File: src/rtl/fifo_stream_reader.sv
// fifo_stream_reader
// Pulls words from a fixed-latency upstream FIFO and presents them on a
// valid/ready stream. A small circular output buffer absorbs the FIFO read
// latency. Reads are only issued when the space they need is already free, so
// a beat accepted downstream never feeds straight into the read decision.
// Each beat is tagged with m_last at burst boundaries, accepted beats are
// counted, and any write into a full buffer sets a sticky error.

module fifo_stream_reader #(
   parameter int DATA_WIDTH      = 64,
   parameter int RD_LATENCY      = 2,
   parameter int OBUF_DEPTH_BITS = 2,
   parameter int BURST_LEN       = 8
) (
   input  logic                  clk,
   input  logic                  reset_n,
   input  logic                  fifo_empty,
   output logic                  fifo_re,
   input  logic                  fifo_valid,
   input  logic [DATA_WIDTH-1:0] fifo_dout,
   output logic                  m_valid,
   input  logic                  m_ready,
   output logic [DATA_WIDTH-1:0] m_data,
   output logic                  m_last,
   output logic [31:0]           beat_count,
   output logic                  overflow_err
);

   localparam int DEPTH = 2 ** OBUF_DEPTH_BITS;
   localparam int PTR_W = OBUF_DEPTH_BITS;
   localparam int CNT_W = OBUF_DEPTH_BITS + 1;

   localparam logic [CNT_W-1:0] DEPTH_C      = CNT_W'(DEPTH);
   localparam logic [PTR_W-1:0] PTR_ONE_C    = PTR_W'(1'b1);
   localparam logic [CNT_W-1:0] CNT_ONE_C    = CNT_W'(1'b1);
   localparam logic [CNT_W-1:0] CNT_ZERO_C   = CNT_W'(1'b0);
   localparam logic [15:0]      BURST_LAST_C = 16'(BURST_LEN - 1);

   // Buffer storage; contents are don't-care after reset.
   logic [DATA_WIDTH-1:0] obuf_mem_q [DEPTH];

   logic [PTR_W-1:0] wr_ptr_q,       wr_ptr_d;
   logic [PTR_W-1:0] rd_ptr_q,       rd_ptr_d;
   logic [CNT_W-1:0] obuf_cnt_q,     obuf_cnt_d;
   logic [CNT_W-1:0] inflight_q,     inflight_d;
   logic [15:0]      burst_cnt_q,    burst_cnt_d;
   logic [31:0]      beat_count_q,   beat_count_d;
   logic             overflow_err_q, overflow_err_d;

   logic             handshake_s;
   logic             full_s;
   logic             wr_en_s;
   logic             fifo_re_s;
   logic [CNT_W:0]   occupancy_s;

   // Stream side is driven straight from registered state.
   assign m_valid      = (obuf_cnt_q != CNT_ZERO_C);
   assign m_data       = obuf_mem_q[rd_ptr_q];
   assign m_last       = m_valid & (burst_cnt_q == BURST_LAST_C);
   assign beat_count   = beat_count_q;
   assign overflow_err = overflow_err_q;
   assign fifo_re      = fifo_re_s;

   // Read issue and buffer write decisions; occupancy uses registered counts only.
   always_comb begin
      handshake_s = m_valid & m_ready;
      full_s      = (obuf_cnt_q == DEPTH_C);
      occupancy_s = {1'b0, obuf_cnt_q} + {1'b0, inflight_q};
      fifo_re_s   = reset_n & ~fifo_empty & (occupancy_s < {1'b0, DEPTH_C});
      // A full buffer can still take a word when the head leaves this cycle.
      wr_en_s     = reset_n & fifo_valid & (~full_s | handshake_s);
   end

   // Next-state computation for pointers, counters and the error flag.
   always_comb begin
      wr_ptr_d       = wr_ptr_q;
      rd_ptr_d       = rd_ptr_q;
      obuf_cnt_d     = obuf_cnt_q;
      inflight_d     = inflight_q;
      burst_cnt_d    = burst_cnt_q;
      beat_count_d   = beat_count_q;
      overflow_err_d = overflow_err_q;

      if (wr_en_s) begin
         wr_ptr_d = wr_ptr_q + PTR_ONE_C;
      end else begin
         wr_ptr_d = wr_ptr_q;
      end

      if (handshake_s) begin
         rd_ptr_d     = rd_ptr_q + PTR_ONE_C;
         beat_count_d = beat_count_q + 32'd1;
         if (burst_cnt_q == BURST_LAST_C) begin
            burst_cnt_d = 16'd0;
         end else begin
            burst_cnt_d = burst_cnt_q + 16'd1;
         end
      end else begin
         rd_ptr_d     = rd_ptr_q;
         beat_count_d = beat_count_q;
         burst_cnt_d  = burst_cnt_q;
      end

      case ({wr_en_s, handshake_s})
         2'b10:   obuf_cnt_d = obuf_cnt_q + CNT_ONE_C;
         2'b01:   obuf_cnt_d = obuf_cnt_q - CNT_ONE_C;
         default: obuf_cnt_d = obuf_cnt_q;
      endcase

      // A return with nothing outstanding is ignored rather than wrapping.
      case ({fifo_re_s, fifo_valid})
         2'b10: inflight_d = inflight_q + CNT_ONE_C;
         2'b01: begin
            if (inflight_q != CNT_ZERO_C) begin
               inflight_d = inflight_q - CNT_ONE_C;
            end else begin
               inflight_d = inflight_q;
            end
         end
         default: inflight_d = inflight_q;
      endcase

      if (fifo_valid & full_s & ~handshake_s) begin
         overflow_err_d = 1'b1;
      end else begin
         overflow_err_d = overflow_err_q;
      end
   end

   // State register with synchronous active-low reset.
   always_ff @(posedge clk) begin
      if (!reset_n) begin
         wr_ptr_q       <= '0;
         rd_ptr_q       <= '0;
         obuf_cnt_q     <= '0;
         inflight_q     <= '0;
         burst_cnt_q    <= 16'd0;
         beat_count_q   <= 32'd0;
         overflow_err_q <= 1'b0;
      end else begin
         wr_ptr_q       <= wr_ptr_d;
         rd_ptr_q       <= rd_ptr_d;
         obuf_cnt_q     <= obuf_cnt_d;
         inflight_q     <= inflight_d;
         burst_cnt_q    <= burst_cnt_d;
         beat_count_q   <= beat_count_d;
         overflow_err_q <= overflow_err_d;
      end
   end

   // Buffer write port; dropped writes never touch the array.
   always_ff @(posedge clk) begin
      if (wr_en_s) begin
         obuf_mem_q[wr_ptr_q] <= fifo_dout;
      end
   end

   fifo_stream_reader_chk #(
      .DATA_WIDTH      (DATA_WIDTH),
      .RD_LATENCY      (RD_LATENCY),
      .OBUF_DEPTH_BITS (OBUF_DEPTH_BITS)
   ) u_chk (
      .clk        (clk),
      .reset_n    (reset_n),
      .obuf_cnt_i (obuf_cnt_q),
      .inflight_i (inflight_q),
      .m_valid_i  (m_valid),
      .m_ready_i  (m_ready),
      .m_data_i   (m_data),
      .m_last_i   (m_last)
   );

endmodule

// Invariants of the reader: credit never exceeds buffer space, outstanding
// reads are bounded by the read latency, and a stalled beat holds still.
module fifo_stream_reader_chk #(
   parameter int DATA_WIDTH      = 64,
   parameter int RD_LATENCY      = 2,
   parameter int OBUF_DEPTH_BITS = 2
) (
   input logic                       clk,
   input logic                       reset_n,
   input logic [OBUF_DEPTH_BITS:0]   obuf_cnt_i,
   input logic [OBUF_DEPTH_BITS:0]   inflight_i,
   input logic                       m_valid_i,
   input logic                       m_ready_i,
   input logic [DATA_WIDTH-1:0]      m_data_i,
   input logic                       m_last_i
);

   localparam int CNT_W = OBUF_DEPTH_BITS + 1;
   localparam logic [CNT_W:0]   DEPTH_W = (CNT_W + 1)'(2 ** OBUF_DEPTH_BITS);
   localparam logic [CNT_W-1:0] LAT_C   = CNT_W'(RD_LATENCY);

   a_credit_bound: assert property (@(posedge clk) disable iff (!reset_n)
      (({1'b0, obuf_cnt_i} + {1'b0, inflight_i}) <= DEPTH_W));

   a_inflight_bound: assert property (@(posedge clk) disable iff (!reset_n)
      (inflight_i <= LAT_C));

   a_stall_stable: assert property (@(posedge clk) disable iff (!reset_n)
      (m_valid_i && !m_ready_i) |=> ($stable(m_data_i) && $stable(m_last_i) && m_valid_i));

endmodule

File: config.mk
export PLATFORM = sky130hd
export DESIGN_NAME = fifo_stream_reader
export DESIGN_NICKNAME = d
export VERILOG_FILES = /design/src/rtl/fifo_stream_reader.sv
export SDC_FILE = /design/constraint.sdc
export NUM_CORES = 1
export LEC_CHECK = 0
export BUFFER_PORTS_ARGS = -buffer_cell sky130_fd_sc_hd__buf_4
export CAP_MARGIN = 5
export CORE_UTILIZATION = 55
export DETAILED_ROUTE_END_ITERATION = 8
export HOLD_SLACK_MARGIN = 0.03
export PLACE_DENSITY = 0.83
export SLEW_MARGIN = 20
export SYNTH_ARGS = -nofsm -noshare
export SYNTH_HDL_FRONTEND = slang
export SYNTH_HIERARCHICAL = 1
export SYNTH_SLANG_ARGS = --single-unit
File: constraint.sdc
create_clock -name clk -period 3.7 [get_ports clk]
set_input_delay 0.185 -clock clk [delete_from_list [all_inputs] [get_ports clk]]
set_output_delay 0.185 -clock clk [all_outputs]
set_load 0.005 [all_outputs]
## Word-level counts from Yosys, hierarchy flattened

Memory sizes are Yosys's and may differ from the RTL's. A register that Yosys moved wholly into a read port is not among the register bits.
Cells that the tools add are included.

- Add/sub/neg operators: 9
- Magnitude comparators: 1
- Eq/ne operators: 7
- Multiplexer cells: 8
- Bitwise operators: 12
- Reductions and logical operators: 5

Operator list:

| kind | count |
|---|---|
| $add 32x1->32 const B | 1 |
| $add 16x1->16 const B | 1 |
| $eq 16x3->1 const B | 1 |
| $mux 16 | 1 |
| $pmux 3 s2 | 2 |
| $and 1x1->1 | 8 |
| $add 3x1->3 const B | 2 |
| $reduce_bool 3->1 | 2 |
| $sub 3x1->3 const B | 2 |
| $add 2x1->2 const B | 2 |
| $add 3x3->4 | 1 |
| $eq 2x1->1 const B | 2 |
| $eq 2x2->1 const B | 2 |
| $lt 4x3->1 const B | 1 |
| $mux 2 | 2 |
| $reduce_bool 2->1 | 2 |
| $eq 3x3->1 const B | 1 |
| $mux 3 | 1 |
| $not 1->1 | 3 |
| $mux 1 | 2 |
| $ne 2x2->1 const B | 1 |
| $reduce_and 2->1 | 1 |
| $or 1x1->1 | 1 |

- Register bits after elaboration: 59
- RAM bits: 256
- Input bits: 69
- Output and inout port bits: 100
- Logic and storage cells: 50
- Memories kept: 1

Memories:

| memory | words | bits a word | read ports | clocked after Yosys merged registers in | write ports | RTL line | source |
|---|---|---|---|---|---|---|---|
| obuf_mem_q | 4 | 64 | 1 | 1 | 1 | 40 | `logic [DATA_WIDTH-1:0] obuf_mem_q [DEPTH];` |

## Longest topological paths before layout

- Depth in word-level cells: 6
- Depth in mapped cells: 11
- Gate-level depth less buffers: 9

## Worst setup path after synthesis

OpenSTA, ideal clock, no wires.

- Path kind: reg2reg
- From: register obuf_cnt_q[0]
- To: memory obuf_mem_q[1][0], enable pin
- Setup time: 0.429 ns
- Arrival time: 2.589 ns
- Data required time: 3.271 ns
- Slack: 0.682 ns
- Cell stages (with the launch flop): 6
- Path buffers: 2
- Period minus slack after synthesis: 3.018 ns
- Cells stage by stage: dfxtp_1 > clkbuf_1 > or4b_2 > and3_1 > clkbuf_1 > and2_1

- Longest elaborated chain between the ends: 6
- Elaborated cells on any way between the ends: 8
- Those cells by class: eq/ne: 1; mux: 2; bitwise: 4; reduce/logical: 1

Ends and longest elaborated chain:

| what | RTL line | source |
|---|---|---|
| start, declared | 44 | `logic [CNT_W-1:0] obuf_cnt_q, obuf_cnt_d;` |
| start signal, assigned | 143 | `obuf_cnt_q <= obuf_cnt_d;` |
| $reduce_bool 3->1 / $eq 3x3->1 (equally long branches) | 57, 67 |  |
| $and 1x1->1 / $not 1->1 (equally long branches) | 66, 71 |  |
| $or 1x1->1 * | 71 | `wr_en_s = reset_n & fifo_valid & (~full_s \| handshake_s);` |
| $and 1x1->1 * | 71 |  |
| $mux 1 * | 153 | `if (wr_en_s) begin` |
| $mux 1 (not written as such) * | 154 | `obuf_mem_q[wr_ptr_q] <= fifo_dout;` |
| end, declared | 40 |  |

Every way passes the cells marked *; elsewhere a longest branch is shown, timed or not.

## Worst setup path in the final report

- From: register obuf_cnt_q[2]
- To: register obuf_cnt_q[2]

- Longest elaborated chain between the ends: 6
- Elaborated cells on any way between the ends: 12
- Those cells by class: add/sub: 2; eq/ne: 3; mux: 1; bitwise: 4; reduce/logical: 2

Ends and longest elaborated chain:

| what | RTL line | source |
|---|---|---|
| $reduce_bool 3->1 / $eq 3x3->1 (equally long branches) | 57, 67 |  |
| $and 1x1->1 / $not 1->1 (equally long branches) | 66, 71 |  |
| $or 1x1->1 | 71 |  |
| $and 1x1->1 | 71 |  |
| $eq 2x1->1 / $eq 2x2->1 (equally long branches) | 104 | `case ({wr_en_s, handshake_s})` |
| $pmux 3 s2 / $reduce_bool 2->1 (equally long branches) | n/a |  |

Several ways; a longest one is shown, not always the timed one.
A chain may end at the register's enable or synchronous reset.

==> impl_metrics.ini <==
[yosys]
ys_ff_latch = 317
yosys.area.top_type = edfxtp_1
synth_area_leaders = edfxtp_1 63%, mux4_2 12%, dfxtp_1 10%
ys_types = 45
syn_nets = 766
synth_edf_count = 256
ys.flop_type = edfxtp_1
async_reset_ff_share_pct = 0
synth_seq_area_share_pct = 72.8
syn_inst = 686
yosys_warnings = 6
synth_area_per_cell_sq_um = 17.8
synth_area_sq_mm = 0.0122
yosys.area.top_type_share_pct = 62.9

[finish]
fin_nets = 1004
layout_commonest_cell = edfxtp_1
multi_input_area_sq_mm = 0.00314
fill_cells = 1393
regArea_sq_mm = 0.00892
drive_gt1_share_pct = 30.8
area_growth_pct = 25.9
final_cell_mix = 256 x edfxtp_1, 168 x buf_4, 65 x dlygate4sd3_1
final_area_sq_mm = 0.0154

[detailed_routing]
wl_met2_microns = 12800
antenna_left = 0
dr_total_vias = 7100
first_pass_iters = 6
wl_met1_microns = 10200
routed_via_density = 5.78
drc = 0
wl_microns = 25400
wl_per_cell_microns = 20.7
dr.max_layer_used = met4
drt_iter0_drc = 346
wl_met3_microns = 1890

[clocking]
cts_tree = done
cts_sinks = 317
cts_resized = 0
path_clk_slew_ps = 60
cts.path.max_buffers = 3
root_buffer = clkbuf_16
htreeDepth = 1
clk-insertion-delay-late_ps = 540
numCtsBuffers = 31

[sta]
fin_crit_sh_pct = 75.3
hold-worst-slack_ps = 109
maxSlewHeadroom_pct = 31.2
setup_viol = 0
fin_crit_ps = 2790
timing.final.ws_setup_ps = 914
hold_viol = 0
rsz0062_at_grt = no
tns_ps = 0
fin_skew_ps = 8.31
worst_pin_slew_ps = 1030
slew_viol_final = 0
fmax_mhz = 359

[power_and_ir_drop]
vdd_drop_max_v = 0.000388
p_switching_mw = 2.12
internal_power_mw = 6.70
power_density_mw_per_mm2 = 573
pwr-share-clk_pct = 34.3
p_comb_share_pct = 18.0
pwr-share-seq_pct = 47.8
netSwitchingFraction_pct = 24.0
p_leak_nw = 5.26

[critical_path]
critical_path_required_ps = 4160
endpoint_kind = flip-flop
worstPathArrival_ps = 3250
startpoint_type = flip-flop
worstPathMaxFanout = 8
worstSetupPathType = reg -> reg

[grt]
grt_pass1_wl_microns = 38500
track_usage_pct = 22.1
grt_max_degree = 65
first_global_vias = 7095
grt-ovfl-total = 0
antenna_found_initial = 1

[run]
max_cap_viol_count = 0

[hold_path]
worst_hold_path_type = in -> reg

[die]
coreArea_sq_mm = 0.0218
die_y_microns = 151
die_area_sq_mm = 0.0228
ios = 169
start_util_pct = 56.0
rows = 54
fp.dieW_microns = 151

[placement]
dp_hpwl_microns = 13900
place_area_sq_mm = 0.0138
dp_worst_setup_slack_ps = 957
gp_congestion = 0.792
io_buffers = 168

[status]
outcome = completed
==> what timing repair did <==
| action | in CTS | in global routing |
|---|---|---|
| hold buffers | 65 | 0 |
| setup buffers | 0 | 0 |
| hold endpoints to repair | 266 | 0 |
==> cells by family after synthesis <==
logic type,share of synthesized area (%)
compound gates,3.87
xor+xnor,1.58
fa+ha+maj,1.25
buf+inv,1.57
flops,72.8
mux,12.0
simple gates,6.87
==> cell usage after synthesis (all sizes together) (3+ instances only) <==
cell / n
mux4: 64
o21ai: 14
or4: 10
ha: 9
nand2b: 4
a21oi: 24
nand3: 12
and2: 8
o41ai: 7
or3: 14
and4: 6
mux2i: 3
inv: 20
o31ai: 12
nand2: 22
nor3: 6
nor2: 29
nand4: 13
clkbuf: 23
dfxtp: 61
or2b: 3
edfxtp: 256
xnor2: 11
buf: 6
nor4: 8
and3: 7
xor2: 11
o311ai: 7
==> per-stage QoR <==
stage,cells,util [%],power (mW)
4_1_cts,1228,70.5,8.86
3_5_place_dp,1106,63.1,5.81
5_1_grt,1228,70.5,9.14
2_1_floorplan,686,-,5.10
3_3_place_gp,1106,63.1,5.77
6_report,1229,70.5,8.82
==> critical path, cell delays in order (launching register included) <==
cell and delay (ps):
dfxtp_1 440, or4b_2 640, and3_1 300, inv_1 90, ha_1 200, inv_1 70, fa_1 370, xor2_1 160
or3_1 310, a21oi_1 130
==> worst paths after layout <==
check | slack [ps] | from | depth (start not counted) | endpoint
max | 910 | obuf_cnt_q[2]$_SDFFE_PN0P_ | 9 | obuf_cnt_q[2]$_SDFFE_PN0P_
min | 110 | m_ready | 4 | burst_cnt_q[1]$_SDFFE_PN0N_
max reg2reg | 910 | obuf_cnt_q[2]$_SDFFE_PN0P_ | 9 | obuf_cnt_q[2]$_SDFFE_PN0P_
min reg2reg | 480 | burst_cnt_q[1]$_SDFFE_PN0N_ | 2 | burst_cnt_q[1]$_SDFFE_PN0N_
==> cell type report <==
class,instances,share of cell area (%)
clock inverters,15,0.821
clock buffers,42,5.50
diodes,1,0.0163
multi-input cells,320,20.4
flip-flops and latches,317,57.9
well taps,280,2.28
inverters,20,0.488
repair buffers,234,12.5
==> flip-flops by register name, summed over array words and instances, names as in the netlist, named ones only <==
name	cells
rd_ptr_q	2
wr_ptr_q	2
obuf_mem_q	256
burst_cnt_q	16
inflight_q	3
obuf_cnt_q	3
beat_count	32
overflow_err	1
==> metal layers <==
layer  GRT usage, %  vias up
met5              0        -
met4           5.60        0
met3           4.52       35
met2           37.5      252
met1           29.3     3572
li1               -     3241
==> power by group through the flow <==
| stage | registers [mW] | clock network (mW) | logic, mW |
|---|---|---|---|
| after floorplan | 4.13 | 0 | 0.969 |
| after global placement | 4.28 | 0 | 1.49 |
| after detailed placement | 4.29 | 0 | 1.52 |
| after CTS | 4.22 | 3.05 | 1.59 |
| after global routing | 4.25 | 3.18 | 1.71 |
| final | 4.21 | 3.02 | 1.59 |
Power figures use the tool's default switching activity.
